### config.mk
export PLATFORM = sky130hd
export DESIGN_NAME = td4_exec_ctrl
export DESIGN_NICKNAME = d
export VERILOG_FILES = /design/src/rtl/td4_exec_ctrl.sv
export SDC_FILE = /design/constraint.sdc
export NUM_CORES = 1
export LEC_CHECK = 0
export CAP_MARGIN = 20
export CORE_MARGIN = 2
export CORE_UTILIZATION = 60
export CTS_CLUSTER_DIAMETER = 150
export DETAILED_ROUTE_END_ITERATION = 12
export PLACE_DENSITY = 0.8
export SYNTH_ARGS = -nofsm -noshare
export SYNTH_HDL_FRONTEND = slang
export SYNTH_SLANG_ARGS = --single-unit
export TNS_END_PERCENT = 100
### constraint.sdc
create_clock -name clk -period 2.7 [get_ports clk]
set_clock_uncertainty 0.2 [all_clocks]
set_input_delay 0.54 -clock clk [delete_from_list [all_inputs] [get_ports clk]]
set_output_delay 0.54 -clock clk [all_outputs]
set_load 0.005 [all_outputs]
### src/rtl/td4_exec_ctrl.sv
`default_nettype none
// ============================================================================
// Module   : td4_exec_ctrl
// Brief    : Execution controller for the 4-bit TD4 CPU. Conditions the raw
//            front-panel buttons and issues a one-cycle clock-enable pulse
//            to the CPU in HALT / RUN / STEP modes, with a PC breakpoint.
// Revision : 1.0 - initial release
// ============================================================================
module td4_exec_ctrl #(
    parameter int RUN_DIV = 12000000,
    parameter int DEB_CYC = 240000
) (
    input  logic       clk,
    input  logic       rst_n,
    input  logic       btn_run,
    input  logic       btn_step,
    input  logic       btn_halt,
    input  logic       bp_en,
    input  logic [3:0] bp_addr,
    input  logic [3:0] pc,
    output logic       cpu_en,
    output logic [1:0] state,
    output logic       bp_hit,
    output logic [7:0] instr_cnt
);

    localparam int PS_W = $clog2(RUN_DIV);
    localparam int DB_W = $clog2(DEB_CYC + 1);
    localparam logic [PS_W-1:0] C_PS_LAST  = PS_W'(RUN_DIV - 1);
    localparam logic [DB_W-1:0] C_DEB_LAST = DB_W'(DEB_CYC - 1);

    // Button lane indices
    localparam int C_HALT = 0;
    localparam int C_RUN  = 1;
    localparam int C_STEP = 2;

    typedef enum logic [1:0] {
        ST_HALT = 2'b00,
        ST_RUN  = 2'b01,
        ST_STEP = 2'b10
    } state_t;

    // ------------------------------------------------------------------
    // Input conditioning: sync, debounce, rising-edge press pulse
    // ------------------------------------------------------------------
    logic [2:0]      w_btn_raw;
    logic [2:0]      sync0_q, sync1_q;
    logic [DB_W-1:0] deb_cnt_q [3];
    logic [DB_W-1:0] deb_cnt_d [3];
    logic [2:0]      level_q, level_d;
    logic [2:0]      press_q, press_d;

    assign w_btn_raw = {btn_step, btn_run, btn_halt};

    // Debounce: level follows the synced input only after DEB_CYC
    // consecutive cycles of disagreement; any agreement restarts the count.
    always_comb begin
        for (int i = 0; i < 3; i++) begin
            level_d[i]   = level_q[i];
            deb_cnt_d[i] = '0;
            if (sync1_q[i] != level_q[i]) begin
                if (deb_cnt_q[i] == C_DEB_LAST) begin
                    level_d[i]   = sync1_q[i];
                    deb_cnt_d[i] = '0;
                end else begin
                    deb_cnt_d[i] = deb_cnt_q[i] + DB_W'(1);
                end
            end
        end
        press_d = level_d & ~level_q;
    end

    // Conditioning registers: synchronizer chain, debounce state, press pulse
    always_ff @(posedge clk or negedge rst_n) begin
        if (!rst_n) begin
            sync0_q <= '0;
            sync1_q <= '0;
            level_q <= '0;
            press_q <= '0;
            for (int i = 0; i < 3; i++) begin
                deb_cnt_q[i] <= '0;
            end
        end else begin
            sync0_q <= w_btn_raw;
            sync1_q <= sync0_q;
            level_q <= level_d;
            press_q <= press_d;
            for (int i = 0; i < 3; i++) begin
                deb_cnt_q[i] <= deb_cnt_d[i];
            end
        end
    end

    // ------------------------------------------------------------------
    // Execution state machine
    // ------------------------------------------------------------------
    state_t          state_q, state_d;
    logic [PS_W-1:0] presc_q, presc_d;
    logic            bp_arm_q, bp_arm_d;
    logic            bp_hit_q, bp_hit_d;
    logic            cpu_en_q, cpu_en_d;
    logic [7:0]      instr_cnt_q, instr_cnt_d;
    logic            w_tick;
    logic            w_bp_match;

    assign w_tick     = (presc_q == C_PS_LAST);
    assign w_bp_match = bp_en && bp_arm_q && (pc == bp_addr);

    // Next-state logic; cpu_en and instr_cnt are decided here so the
    // pulse and its count appear on the same clock edge.
    always_comb begin
        state_d     = state_q;
        presc_d     = presc_q;
        bp_arm_d    = bp_arm_q;
        bp_hit_d    = bp_hit_q;
        cpu_en_d    = 1'b0;
        instr_cnt_d = instr_cnt_q;
        case (state_q)
            ST_HALT: begin
                // halt press has priority and does nothing here, which
                // also swallows any simultaneous run/step press
                if (press_q[C_HALT]) begin
                    state_d = ST_HALT;
                end else if (press_q[C_RUN]) begin
                    state_d  = ST_RUN;
                    presc_d  = '0;
                    bp_arm_d = 1'b0;
                    bp_hit_d = 1'b0;
                end else if (press_q[C_STEP]) begin
                    state_d     = ST_STEP;
                    bp_hit_d    = 1'b0;
                    cpu_en_d    = 1'b1;
                    instr_cnt_d = instr_cnt_q + 8'd1;
                end
            end
            ST_STEP: begin
                // single cycle; the pulse was issued on entry
                state_d = ST_HALT;
            end
            ST_RUN: begin
                if (press_q[C_HALT]) begin
                    state_d = ST_HALT;
                end else if (w_tick) begin
                    presc_d = '0;
                    if (w_bp_match) begin
                        state_d  = ST_HALT;
                        bp_hit_d = 1'b1;
                    end else begin
                        cpu_en_d    = 1'b1;
                        bp_arm_d    = 1'b1;
                        instr_cnt_d = instr_cnt_q + 8'd1;
                    end
                end else begin
                    presc_d = presc_q + PS_W'(1);
                end
            end
            default: begin
                state_d = ST_HALT;
            end
        endcase
    end

    // FSM state and registered outputs
    always_ff @(posedge clk or negedge rst_n) begin
        if (!rst_n) begin
            state_q     <= ST_HALT;
            presc_q     <= '0;
            bp_arm_q    <= 1'b0;
            bp_hit_q    <= 1'b0;
            cpu_en_q    <= 1'b0;
            instr_cnt_q <= '0;
        end else begin
            state_q     <= state_d;
            presc_q     <= presc_d;
            bp_arm_q    <= bp_arm_d;
            bp_hit_q    <= bp_hit_d;
            cpu_en_q    <= cpu_en_d;
            instr_cnt_q <= instr_cnt_d;
        end
    end

    assign cpu_en    = cpu_en_q;
    assign state     = state_q;
    assign bp_hit    = bp_hit_q;
    assign instr_cnt = instr_cnt_q;

endmodule
`default_nettype wire

# --- Word-level counts from Yosys, hierarchy flattened ---
# Index checks and enable logic that the tools add are counted.
totals:
  ff_bits: 103
  inputBits: 14
  out_inout_bits: 12
  word_cells: 101
op_classes:
  addsub: 5
  n_eq_ne: 21
  mux: 51
  bitwise_logic: 2
  reduce_logical: 9
op_table:
  columns: ["cell", "n"]
  rows:
  - ["two-way mux 18 bit", 6]
  - ["two-way mux 24 bit", 4]
  - ["adder 18 x 1 -> 18 bit (second input constant)", 3]
  - ["== test 18 bit (second input constant)", 3]
  - ["two-way mux 8 bit", 6]
  - ["case mux 24 bit (2 select lines)", 1]
  - ["adder 24 x 1 -> 24 bit (second input constant)", 1]
  - ["== test 24 bit (second input constant)", 1]
  - ["two-way mux 1 bit", 23]
  - ["inequality test 2 bit (second input constant)", 8]
  - ["case mux 8 bit (2 select lines)", 1]
  - ["two-way mux 2 bit", 6]
  - ["AND reduction 6 bit", 2]
  - ["inequality test 3 bit (second input constant)", 3]
  - ["adder 8 x 1 -> 8 bit (second input constant)", 1]
  - ["AND reduction 7 bit", 1]
  - ["case mux 1 bit (2 select lines)", 3]
  - ["== test 4 bit", 1]
  - ["inequality test 4 bit (second input constant)", 1]
  - ["case mux 2 bit (2 select lines)", 1]
  - ["AND reduction 4 bit", 1]
  - ["bitwise AND 3 bit", 1]
  - ["inequality test 1 bit", 3]
  - ["inverter 3 bit", 1]
  - ["other kinds (5)", 6]

# --- Depth between registers and ports, before layout ---
depth:
  depth_word: 6
  mapped_depth: 9
  depth_no_buf: 7

# --- Worst setup path after synthesis ---
# Ideal clock, no wire load.
synth_timing:
  path_type: "register -> register"
  start: "register deb_cnt_q[18] (netlist name)"
  end: "register deb_cnt_q[27] (netlist name)"
  arrival_time_ns: 1.775
  required_time_ns: 2.379
  slack_ns: 0.603
  path_stages_with_launch: 10
  period_less_slack_ns: 2.097
  path_cell_list: "dfrtp_1 ha_1 nand3_1 nor2_1 nand2_1 nand4b_1 nand2b_1 clkbuf_1 buf_2 nor2_1"
synth_lines:
  columns: ["element", "line_no", "text"]
  rows:
  - ["from (decl)", "48", "logic [DB_W-1:0] deb_cnt_q [3];"]
  - ["from (signal, indexed assignment)", "89", "deb_cnt_q[i] <= deb_cnt_d[i];"]

# --- Worst setup path after layout ---
layout_timing:
  start: "register state_q[1], in the netlist state[1]"
  end: "register presc_q[14]"
layout_via:
  elab_chain_cells: 3
  word_cells_on_any_way: 8
  cone_classes: "4 x eq/ne; 1 x mux; 3 x reduce/logical"
layout_lines:
  columns: ["element", "line_no", "text"]
  rows:
  - ["from (decl)", "97", "state_t state_q, state_d;"]
  - ["from (signal assigned)", "173", "state_q <= state_d;"]
  - ["== test 2 x 1 -> 1 bit or zero test 2 bit (tied branches)", "118", "case (state_q)"]
  - ["inequality test 2 bit (no line) or nonzero test 2 bit (tied branches)", null, null]
  - ["AND reduction 4 bit (no line)", null, null]
  - ["to (signal assigned)", "174", "presc_q <= presc_d;"]
  - ["to (decl)", "98", "logic [PS_W-1:0] presc_q, presc_d;"]
# Parallel ways exist; a longest one is shown, timed or not.
# A chain may end at the register's enable or synchronous reset.

==> results.md <==
* Final hold viol count at 0
* Root buf cell: sky130_fd_sc_hd__clkbuf_8
* Wire per inst at approximately 14 um
* Total Nets Final at around 520
* Horizontal die dimension at around 94 um
* Clock tree from TritonCTS: yes
* Number of buffers inserted during clock tree synthesis at 9
* Cell type with the highest aggregate area in the netlist: sky130_fd_sc_hd__dfrtp_1
* Mean instance size in the synthesized netlist at 10.3 um^2
* Number of H-tree levels at 3
* Number of top-level pins at 26
* Area share of the largest cell type after synthesis at between 50% and 60%
* Unique cell type count in the Yosys netlist at 48
* Initial standard-cell utilization of the core at 62.1%
* Number of global-route vias before repair at around 3300
* Quantity of I/O buffers inserted on ports at 25
* Unrepaired setup endpoints after global routing: false
* Classification of the worst setup path: reg2reg
* Crit path required time at 2.74 ns
* Synthesized cell area at between 4000 and 5000 um^2
* Clock Sink Count at 103
* Number of buffers on the longest clock path at 2
* Global-route wire length before repair at 14.9 mm
* Main area contributors after synthesis: sky130_fd_sc_hd__dfrtp_1, sky130_fd_sc_hd__xor2_1, sky130_fd_sc_hd__nor2_1
* Post-route setup TNS at 0 ns
* Most common cell in the netlist: sky130_fd_sc_hd__dfrtp_1
* Most used flip-flop cell after synthesis: sky130_fd_sc_hd__dfrtp_1
* Leakage power of the design at approximately 2.4 nW
* Insertion delay to the later sink of the worst-skew pair at around 0.35 ns
* Fillers at ~610
* Total placed instance area at roughly 5200 um^2
* Cell count after placement at around 600
* Final slew viol count at 0
* Max Fclk at about 440 MHz
* Final global-route overflow total at 0
* Final-report setup violation count at 0
* Reg-to-reg endpoint: presc_q[14]
* Number of instances in the synthesized netlist at 470
* Transition at the pin with the smallest max-transition slack at between 0.5 and 0.6 ns
* Hold EP: sync1_q[1]
* Power density cells at about 480 nW/um^2
* Core Rows at 32
* Worst-path clk slew at approximately 0.090 ns
* Post-synthesis sequential element count at between 100 and 150
* Kind of end point of the critical path: register
* Clock period minus final worst setup slack at around 2.3 ns
* Worst reg2reg path startpoint: state[1]
* Detailed Route Iter0 Violations at 210
* Final Cycle Share at between 80% and 90%
* Die span in y at around 94 um
* DP Wirelength at about 6 mm
* Cell area after layout at between 5000 and 6000 um^2
* Final Non-Filler Cells at just over 600
* Critical Path Start Type: register
* Diodes inserted at 0
* Antenna violations before repair at 0
* Total length of routed wires at between 8 and 9 mm
* Run status: finished, final reports clean
* FF/Latch Area at around 2600 um^2
* Final routed DRC violation total at 0
* Overall die area at around 9000 um^2
* Via density per instance at ~5.5
* Via count at around 3400
* WP data arrival at 2.32 ns
* Worst hold path class: reg2reg
* Hold path startpoint: sync0_q[1]
* Number of synthesized flops with an enable pin at 0
* Number of maximum-capacitance violations at 0
* Synthesized netlist net count at a little under 500
* Largest net degree at the start of global routing at 61
* Final weighted congestion of routability-driven global placement at roughly 0.82
* Share of the yosys chip area belonging to registers at a little over half
* Share of synthesized registers carrying an async set or reset at 100%
* Area of the placeable core at roughly 8000 um^2
* Count of cells along the worst register-to-register path at 7
* Total of warnings raised by yosys at 0
* Maximum vdd drop at 411 uV
* Post-cts resize count at 0
* Remaining antenna violation count at 0
* Cell depth of the worst hold path at 0
* Global-route usage over all layers at between 20% and 30%
* Critical Path Fanout Max at 8
* Layout cells sized above 1 at roughly 7.6%
* Area added between synthesis and finish at 12.3%
* Worst slew margin relative to its limit at 64.2%
* Leading post-synthesis cells by instance count: sky130_fd_sc_hd__dfrtp_1, sky130_fd_sc_hd__nor2_1, sky130_fd_sc_hd__xor2_1, sky130_fd_sc_hd__xnor2_1
* Multi-input gate area in the final layout at roughly 2100 um^2
* 1st-pass router iterations at 4
* Worst reg-to-reg setup slack at 0.42 ns
-- layout by cell type, fill, tap and decap left out, types with 2 or more instances in the layout --
master	count
sky130_fd_sc_hd__nor4bb_1	2
sky130_fd_sc_hd__a31o_2	2
sky130_fd_sc_hd__nor4_1	4
sky130_fd_sc_hd__nor2b_1	5
sky130_fd_sc_hd__dfrtp_1	103
sky130_fd_sc_hd__xnor2_1	36
sky130_fd_sc_hd__o21ai_0	7
sky130_fd_sc_hd__mux2_2	4
sky130_fd_sc_hd__nand4_1	14
sky130_fd_sc_hd__clkbuf_8	9
sky130_fd_sc_hd__clkbuf_1	2
sky130_fd_sc_hd__nand2_1	32
sky130_fd_sc_hd__nand3_1	32
sky130_fd_sc_hd__a21oi_1	4
sky130_fd_sc_hd__nor3_1	9
sky130_fd_sc_hd__nor3b_1	6
sky130_fd_sc_hd__and3_1	13
sky130_fd_sc_hd__xor2_1	40
sky130_fd_sc_hd__inv_1	11
sky130_fd_sc_hd__or2_2	3
sky130_fd_sc_hd__or3_1	4
sky130_fd_sc_hd__nand4b_1	3
sky130_fd_sc_hd__clkinvlp_4	2
sky130_fd_sc_hd__and4_1	7
sky130_fd_sc_hd__clkdlybuf4s50_1	24
sky130_fd_sc_hd__nor4b_1	3
sky130_fd_sc_hd__nand2b_1	3
sky130_fd_sc_hd__buf_4	8
sky130_fd_sc_hd__nor2_1	88
sky130_fd_sc_hd__ha_1	5
-- through the flow --
stage / worst slack, ns / hold WS (ns) / util, % / total power [mW]
6_report: 0.420 / 0.159 / 69.7 / 2.60
5_1_grt: 0.268 / 0.170 / 69.7 / 2.71
4_1_cts: 0.414 / 0.158 / 69.7 / 2.63
3_5_place_dp: 0.0816 / 0.136 / 67.1 / 1.70
3_3_place_gp: 0.106 / 0.135 / 67.1 / 1.70
2_1_floorplan: 0.603 / 0.0444 / - / 1.64
-- worst max-delay path, cell delays in order (launching register included) --
cell                      delay (ns)
sky130_fd_sc_hd__dfrtp_1        0.49
sky130_fd_sc_hd__nor2_1         0.18
sky130_fd_sc_hd__o21ai_0        0.20
sky130_fd_sc_hd__nor3_1         0.42
sky130_fd_sc_hd__a31o_2         0.33
sky130_fd_sc_hd__buf_4          0.18
sky130_fd_sc_hd__a211o_1        0.10
sky130_fd_sc_hd__o21ai_0        0.07
-- cell families (layout without fill, tap and decap cells) --
family / after synthesis / in the layout / share of synthesized area [%]
and+or+nand+nor: 236 / 236 / 24.9
DFF: 103 / 103 / 53.5
xor gates and xnor gates: 76 / 76 / 13.8
AOI/OAI and AO/OA: 25 / 25 / 3.61
buffers and inverters: 21 / 61 / 1.97
adders and majority gates: 5 / 5 / 1.30
muxes: 4 / 4 / 0.934
-- registers in the layout, summed over array words and instances, names as in the netlist --
| register | flops |
|---|---|
| sync0_q | 3 |
| instr_cnt | 8 |
| presc_q | 24 |
| press_q | 3 |
| level_q | 3 |
| sync1_q | 3 |
| cpu_en | 1 |
| state | 2 |
| bp_hit | 1 |
| deb_cnt_q | 54 |
| bp_arm_q | 1 |
-- where the power goes --
part / switching (mW) / total, mW / internal, mW
Combinational: 0.0590 / 0.0989 / 0.0398
Sequential: 0.0139 / 1.57 / 1.56
Clock: 0.497 / 0.927 / 0.430
Total: 0.570 / 2.60 / 2.03
-- layout make-up --
cell class,count,share of cell area [%]
inverters,11,0.762
multi-input cells,346,39.7
flip-flops and latches,103,47.6
repair buffers,34,6.10
clock inverters,5,1.09
well taps,102,2.36
clock buffers,11,2.43
-- worst max-delay path by stage --
| stage | start | end | cells after the start | slack (ns) |
|---|---|---|---|---|
| finish | state[1] | presc_q[14] | 7 | 0.42 |
| floorplan | deb_cnt_q[18] | deb_cnt_q[27] | 9 | 0.60 |
| detailed placement | bp_addr[0] | instr_cnt[1] | 6 | 0.08 |
| CTS | presc_q[9] | instr_cnt[1] | 5 | 0.41 |
| global placement | bp_addr[0] | instr_cnt[1] | 6 | 0.11 |
| global route | presc_q[9] | instr_cnt[1] | 5 | 0.27 |
-- routing by layer --
layer / vias to the layer above / part of all wire [%] / GRT usage [%]
li1: 1672 / - / -
met1: 1635 / 45 / 27.7
met2: 42 / 50 / 36.1
met3: 12 / 3.0 / 4.83
met4: 0 / 1.5 / 6.76
met5: - / 0 / 0
-- timing repair --
item / 4_1_cts / 5_1_grt
endpoints found under the setup margin: 0 / 0
hold buffers: 1 / 0
hold endpoints to repair: 6 / 0
buffers inserted: 0 / 0
(Power assumes the default switching activity.)
